File: src/rtl/restoring_divider_4bit.sv
// ---------------------------------------------------------------------------
// restoring_divider_4bit
//   Multi-cycle unsigned restoring divider. One quotient bit is resolved per
//   clock: a dividend bit is shifted into the partial remainder, and the
//   divisor is trial-subtracted on a ripple-borrow chain of 1-bit
//   full-subtractor cells. The final borrow of each trial decides the
//   quotient bit and whether the trial difference is kept.
//
//   Ports
//     clk          rising-edge clock, all state
//     rst          synchronous active-high reset (aborts any division)
//     start        request, accepted when busy==0 (IDLE or DONE cycle)
//     dividend     unsigned dividend, sampled on an accepted start
//     divisor      unsigned divisor, sampled on an accepted start
//     busy         high while iterating (exactly WIDTH cycles)
//     done         one-cycle pulse, results valid
//     quotient     quotient, held until the next completion
//     remainder    remainder, held until the next completion
//     div_by_zero  divisor was zero; updated with quotient/remainder
// ---------------------------------------------------------------------------
module restoring_divider_4bit #(
    parameter int WIDTH = 4
) (
    input  logic             clk,
    input  logic             rst,
    input  logic             start,
    input  logic [WIDTH-1:0] dividend,
    input  logic [WIDTH-1:0] divisor,
    output logic             busy,
    output logic             done,
    output logic [WIDTH-1:0] quotient,
    output logic [WIDTH-1:0] remainder,
    output logic             div_by_zero
);

    localparam int CNT_W = (WIDTH > 1) ? $clog2(WIDTH) : 1;

    typedef enum logic [1:0] {
        S_IDLE = 2'd0,
        S_CALC = 2'd1,
        S_DONE = 2'd2
    } state_t;

    state_t             state_q, state_d;
    logic [WIDTH-1:0]   rem_q, rem_d;         // partial remainder
    logic [WIDTH-1:0]   dvd_q, dvd_d;         // dividend shift register
    logic [WIDTH-1:0]   dvs_q, dvs_d;         // latched divisor
    logic [WIDTH-1:0]   qsh_q, qsh_d;         // quotient shift register
    logic [CNT_W-1:0]   cnt_q, cnt_d;
    logic [WIDTH-1:0]   quotient_q, quotient_d;
    logic [WIDTH-1:0]   remainder_q, remainder_d;
    logic               dz_q, dz_d;

    // ------------------------------------------------------------------
    // Trial subtraction: R' - {0,divisor} over WIDTH+1 bits.
    // The partial remainder is always below the divisor after a step, so
    // only its low WIDTH bits are stored; R' needs the extra MSB because
    // the shift can double it.
    // ------------------------------------------------------------------
    logic [WIDTH:0]   r_shift;
    logic [WIDTH:0]   sub_b;
    logic [WIDTH-1:0] trial_diff;
    logic [WIDTH+1:0] borrow;
    logic             q_bit;
    logic             last_iter;

    assign r_shift   = {rem_q, dvd_q[WIDTH-1]};
    assign sub_b     = {1'b0, dvs_q};
    assign borrow[0] = 1'b0;

    genvar gi;
    generate
        for (gi = 0; gi <= WIDTH; gi++) begin : g_fs
            assign borrow[gi+1] = (~r_shift[gi] & sub_b[gi])
                                | (~(r_shift[gi] ^ sub_b[gi]) & borrow[gi]);
            // The top difference bit is zero whenever the trial is kept
            // (no borrow means the result is below the divisor), so it is
            // not materialised.
            if (gi < WIDTH) begin : g_diff
                assign trial_diff[gi] = r_shift[gi] ^ sub_b[gi] ^ borrow[gi];
            end
        end
    endgenerate

    assign q_bit     = ~borrow[WIDTH+1];
    assign last_iter = (cnt_q == CNT_W'(WIDTH - 1));

    // ------------------------------------------------------------------
    // FSM: state register
    // ------------------------------------------------------------------
    always_ff @(posedge clk) begin
        if (rst) begin
            state_q <= S_IDLE;
        end else begin
            state_q <= state_d;
        end
    end

    // FSM: next state
    always_comb begin
        state_d = state_q;
        case (state_q)
            S_IDLE, S_DONE: state_d = start ? S_CALC : S_IDLE;
            S_CALC:         state_d = last_iter ? S_DONE : S_CALC;
            default:        state_d = S_IDLE;
        endcase
    end

    // FSM: outputs
    always_comb begin
        busy = (state_q == S_CALC);
        done = (state_q == S_DONE);
    end

    // ------------------------------------------------------------------
    // Datapath next-state
    // ------------------------------------------------------------------
    always_comb begin
        rem_d       = rem_q;
        dvd_d       = dvd_q;
        dvs_d       = dvs_q;
        qsh_d       = qsh_q;
        cnt_d       = cnt_q;
        quotient_d  = quotient_q;
        remainder_d = remainder_q;
        dz_d        = dz_q;

        if (state_q == S_CALC) begin
            rem_d = q_bit ? trial_diff : r_shift[WIDTH-1:0];
            dvd_d = dvd_q << 1;
            qsh_d = (qsh_q << 1) | WIDTH'(q_bit);
            cnt_d = cnt_q + CNT_W'(1);
            if (last_iter) begin
                quotient_d  = (qsh_q << 1) | WIDTH'(q_bit);
                remainder_d = q_bit ? trial_diff : r_shift[WIDTH-1:0];
                dz_d        = (dvs_q == '0);
            end
        end else if (start) begin
            // IDLE or DONE: accept a new request.
            rem_d = '0;
            dvd_d = dividend;
            dvs_d = divisor;
            qsh_d = '0;
            cnt_d = '0;
        end
    end

    always_ff @(posedge clk) begin
        if (rst) begin
            rem_q       <= '0;
            dvd_q       <= '0;
            dvs_q       <= '0;
            qsh_q       <= '0;
            cnt_q       <= '0;
            quotient_q  <= '0;
            remainder_q <= '0;
            dz_q        <= 1'b0;
        end else begin
            rem_q       <= rem_d;
            dvd_q       <= dvd_d;
            dvs_q       <= dvs_d;
            qsh_q       <= qsh_d;
            cnt_q       <= cnt_d;
            quotient_q  <= quotient_d;
            remainder_q <= remainder_d;
            dz_q        <= dz_d;
        end
    end

    assign quotient    = quotient_q;
    assign remainder   = remainder_q;
    assign div_by_zero = dz_q;

endmodule

File: config.mk
export PLATFORM = sky130hd
export DESIGN_NAME = restoring_divider_4bit
export DESIGN_NICKNAME = d
export VERILOG_FILES = /design/src/rtl/restoring_divider_4bit.sv
export SDC_FILE = /design/constraint.sdc
export NUM_CORES = 1
export LEC_CHECK = 0
export ABC_AREA = 1
export BUFFER_PORTS_ARGS = -buffer_cell sky130_fd_sc_hd__buf_2
export CAP_MARGIN = 40
export CORE_MARGIN = 3
export CORE_UTILIZATION = 25
export CTS_CLUSTER_SIZE = 10
export DETAILED_ROUTE_END_ITERATION = 16
export PLACE_DENSITY = 0.48
export REMOVE_ABC_BUFFERS = 1
export SETUP_SLACK_MARGIN = 0.15
export SLEW_MARGIN = 10
export SYNTH_ARGS = -nofsm -noshare
export SYNTH_HDL_FRONTEND = slang
export SYNTH_SLANG_ARGS = --single-unit
File: constraint.sdc
create_clock -name clk -period 2.35 [get_ports clk]
set_input_delay 0.47 -clock clk [delete_from_list [all_inputs] [get_ports clk]]
set_output_delay 0.47 -clock clk [all_outputs]
set_load 0.05 [all_outputs]
# Yosys cells after proc, flatten, opt, wreduce, memory -nomap -nowiden
# Index checks and enable logic that the tools add are counted.
# word_totals
word_cells,61
output_inout_bits,11
in_bits,11
regBits,28
# op_classes
n_reduce_logical,7
muxes,11
eq_ne,3
bitwise,29
n_addsub,1
# ops
operator,n
$mux 4,5
$not 1->1,10
$and 1x1->1,8
$xor 1x1->1,7
$mux 2,3
$eq 2x2->1 const B,2
$logic_not 4->1,1
$or 4x1->4,1
$pmux 2 s2,1
$reduce_and 2->1,2
$reduce_or 2->1,2
$mux 3,1
$or 1x1->1,3
$add 2x1->2 const B,1
$eq 2x1->1 const B,1
$logic_not 2->1,1
$reduce_bool 2->1,1
$mux 1,1

# Longest topological paths before layout
# logic_depth
depth_word,12
depth_mapped,11

# Worst setup path after synthesis
# No wires, ideal clock.
# synth_timing
path_kind,reg-to-reg
start,register dvd_q[3]
end,register remainder_q[0] (netlist: remainder[0])
arrival_time_ps,1992
path_buffers,0
slack_ps,242
stages_incl_launch_ff,12
period_less_slack_ps,2108
cell_sequence,dfxtp_1 > inv_1 > ha_1 > fa_1 > inv_1 > fa_1 > inv_1 > fa_1 > nand2_1 > nand2_1 > a21oi_1 > nor2_1
# synth_between
elab_chain_cells,10
word_cells_on_any_way,11
cone_classes,1 x mux; 10 x bitwise
# synth_lines
element,line_no,rtl
from (decl),46,"logic [WIDTH-1:0] dvd_q, dvd_d;"
from (signal assigned),160,dvd_q <= dvd_d;
$not 1->1,74,assign borrow[gi+1] = (~r_shift[gi] & sub_b[gi])
$and 1x1->1,74,
$and 1x1->1,75,| (~(r_shift[gi] ^ sub_b[gi]) & borrow[gi]);
$or 1x1->1,75,
$and 1x1->1,75,
$or 1x1->1,75,
$and 1x1->1,75,
$or 1x1->1,75,
$and 1x1->1,75,
$mux 4 *,135,remainder_d = q_bit ? trial_diff : r_shift[WIDTH-1:0];
to (signal assigned),165,remainder_q <= remainder_d;
to (decl),51,"logic [WIDTH-1:0] remainder_q, remainder_d;"
# Mark *: on every way between the ends. The rest lies on a longest branch, timed or not.
# A chain may end at the register's enable or synchronous reset.

# Worst setup path in the final report
# layout_timing
start,register dvd_q[3]
end,register rem_q[0]
# layout_between
elab_chain_cells,11
word_cells_on_any_way,12
cone_classes,2 x mux; 10 x bitwise
# layout_lines
element,line_no,rtl
$not 1->1,74,
$and 1x1->1,74,
$and 1x1->1,75,
$or 1x1->1,75,
$and 1x1->1,75,
$or 1x1->1,75,
$and 1x1->1,75,
$or 1x1->1,75,
$and 1x1->1,75,
$mux 4 *,129,rem_d = q_bit ? trial_diff : r_shift[WIDTH-1:0];
$mux 4 *,128,if (state_q == S_CALC) begin
to (signal assigned),159,rem_q <= rem_d;
to (decl),45,"logic [WIDTH-1:0] rem_q, rem_d;"
# Marked as above.

==> impl_metrics.py <==
metrics = {
    "yosys": {
        "syn_area_sq_um": 1310,
        "synthDistinctLibCells": 18,
        "ys_seq_area_share_pct": 43.0,
        "synth.area.top_cells": "dfxtp_1, nand2_1, nor2_1",
        "synth_common_cells": "nand2_1, dfxtp_1, nor2_1, inv_1, o21ai_0",
        "synth-main-ff-cell": "dfxtp_1",
        "yosysWarnings": 0,
        "yosysTopAreaCellShare_pct": 43.0,
        "synth-seq-cells": 28,
        "synth.avg_cell_area_sq_um": 7.50,
        "syn_inst": 174,
        "synth_edf_count": 0,
        "netlist.top_cell.by_area": "dfxtp_1",
        "async_reset_ff_share_pct": 0,
        "synth_most_common_cell": "nand2_1",
    },
    "run": {
        "max_cap_viol_count": 0,
    },
    "grt": {
        "antenna_found_initial": 0,
        "grt-ovfl-total": 0,
        "grt_use_total_pct": 9.94,
        "grt_pass1_wl_um": 5000,
        "grt_max_degree": 17,
        "grt_pass1_vias": 1119,
    },
    "detailed_routing": {
        "drtIter0Drc": 39,
        "drt_wl_total_um": 2900,
        "vias": 1123,
        "vias_per_cell": 4.24,
        "wire_per_inst_um": 11.0,
        "drtAntennaViolNets": 0,
        "firstDrtPassIters": 4,
        "drc": 0,
    },
    "sta": {
        "setup_viol_count_final": 0,
        "rsz0062_at_grt": "no",
        "hold_viol_final": 0,
        "fin_crit_sh_pct": 88.2,
        "timing.fmax_ghz": 0.482,
        "worst_slew_pin_slew_ns": 0.461,
        "setup_tns_ns": 0,
        "finalCriticalPeriod_ns": 2.07,
        "max_slew_margin_pct": 69.2,
        "drv_slew": 0,
        "finalClockSkew_ns": 0.000947,
    },
    "finish": {
        "antenna_cells": 0,
        "final_cell_count_no_fill": 265,
        "finalInstanceArea_sq_um": 1620,
        "drive_gt1_share_pct": 31.3,
        "nNetsFinal": 215,
        "synthToLayoutAreaGrowth_pct": 24.1,
    },
    "power_and_ir_drop": {
        "p_leak_nw": 0.734,
        "power_density_nw_per_um2": 703,
        "vdd_drop_max_mv": 0.314,
    },
    "clock_tree": {
        "cts_hold_buf": 0,
        "cts_setup_buffers": 0,
        "clkLatencyLatePin_ns": 0.27,
        "cts-root-buf": "clkbuf_8",
        "htreeDepth": 1,
        "cts_made_buffers": 3,
        "path_clk_slew_ns": 0.10,
        "postCtsResizedCells": 0,
        "cts.sinks": 28,
        "cts_buffer_depth": 2,
        "tritoncts": "done",
    },
    "worst_setup_path": {
        "r2r_setup_slack_ns": 0.28,
        "critical_path_required_ns": 2.57,
        "crit_arrival_ns": 2.29,
        "cp_slowest_cell": "fa_2",
        "start_kind": "flop",
        "crit_path_max_incr_delay_ns": 0.42,
        "worstSetupPathType": "reg -> reg",
        "cp_max_fo": 4,
        "cp-end-kind": "flop",
        "cp_cell_sequence": "inv_2 -> ha_2 -> fa_2 -> inv_1 -> fa_1 -> inv_1 -> fa_2 -> buf_6 -> nand3_2 -> nand3_2 -> a21oi_2",
    },
    "placement": {
        "port-buffer-count": 21,
        "place_area_sq_um": 1490,
        "place_inst": 261,
        "place_congestion": 0.783,
        "hpwl_um": 2060,
    },
    "floorplan": {
        "dieArea_sq_um": 6120,
        "dieHeight_um": 78.3,
        "placementRows": 25,
        "coreArea_sq_um": 4880,
        "die_x_um": 78.3,
        "io_pins": 22,
        "start_util_pct": 26.7,
    },
    "worst_hold_path": {
        "hold_path_class": "in -> reg",
    },
    "run_status": {
        "status": "complete, no violations",
    },
}
[layout make-up]
type,count,area (sq um)
flip-flops and latches,28,562
multi-input cells,120,688
fillers,543,3260
repair buffers,24,131
inverters,22,82.6
clock buffers,3,41.3
clock inverters,1,30.0
well taps,67,83.8
[sequential cells by signal, indices dropped and copies added (netlist names)]
register,count
div_by_zero,1
rem_q,4
state_q,2
dvd_q,4
remainder,4
qsh_q,3
dvs_q,4
quotient,4
cnt_q,2
[cell families (layout without fill, tap and decap cells)]
group,Yosys count,count (layout),synth area share (%)
AO/OA/AOI/OAI,25,25,11.6
adder cells (fa/ha/maj),5,5,6.52
buffers and inverters,26,50,8.53
flip-flops,28,28,43.0
AND/OR/NAND/NOR,90,90,30.4
[final timing paths]
| check | depth (start not counted) | startpoint | endpoint |
|---|---|---|---|
| setup / recovery | 11 | dvd_q[3] | rem_q[0] |
| hold / removal | 3 | dividend[0] | dvd_q[0] |
| setup reg to reg | 11 | dvd_q[3] | rem_q[0] |
| hold reg to reg | 1 | cnt_q[0] | cnt_q[0] |
[where the power goes]
group,internal [W],leakage [nW],switching (W)
registers,0.000497,0.228,0.0000157
clock network,0.000228,0.0357,0.000156
logic,0.0000903,0.470,0.000152
total,0.000815,0.734,0.000323
[per-layer routing]
metal  share of wire, %  vias up  global-route usage (%)  wire [um]
li1                   -      585                       -          -
met1                 48      518                    12.4       1410
met2                 46       18                    17.4       1340
met3                4.6        2                    2.75        134
met4               0.65        0                    1.57         19
met5                  0        -                       0          0
[per-stage QoR]
stage | utilization (%) | setup slack, ns | hold slack [ns] | power [W]
5_1_grt | 33.2 | 0.153 | 0.447 | 0.00120
6_report | 33.2 | 0.277 | 0.440 | 0.00114
3_3_place_gp | 30.5 | 0.188 | 0.448 | 0.000727
4_1_cts | 31.9 | 0.160 | 0.430 | 0.00112
3_5_place_dp | 30.5 | 0.181 | 0.453 | 0.000727
2_1_floorplan | - | 0.239 | 0.429 | 0.000661
[critical path: cells and delay by family (launching register included)]
kind | cells | cell delay [ns]
compound gates | 1 | 0.12
fa+ha+maj | 4 | 1.07
buf+inv | 4 | 0.31
simple gates | 2 | 0.18
flops | 1 | 0.33
[layout by cell type, fill, tap and decap left out]
cell and count:
clkbuf_8 3, inv_1 20, fa_2 2, a21oi_1 4, inv_2 2, nor2_4 2
ha_2 1, bufinv_16 1, fa_1 1, buf_4 2, nor2_1 28, buf_6 1
nand3_1 3, nand3_2 8, buf_2 21, nand2_4 1, dfxtp_1 27, dfxtp_2 1
nand2_2 5, o21ai_0 10, a21oi_2 11, nand2_1 42, ha_1 1, nor2_2 1
(Power assumes the default switching activity.)
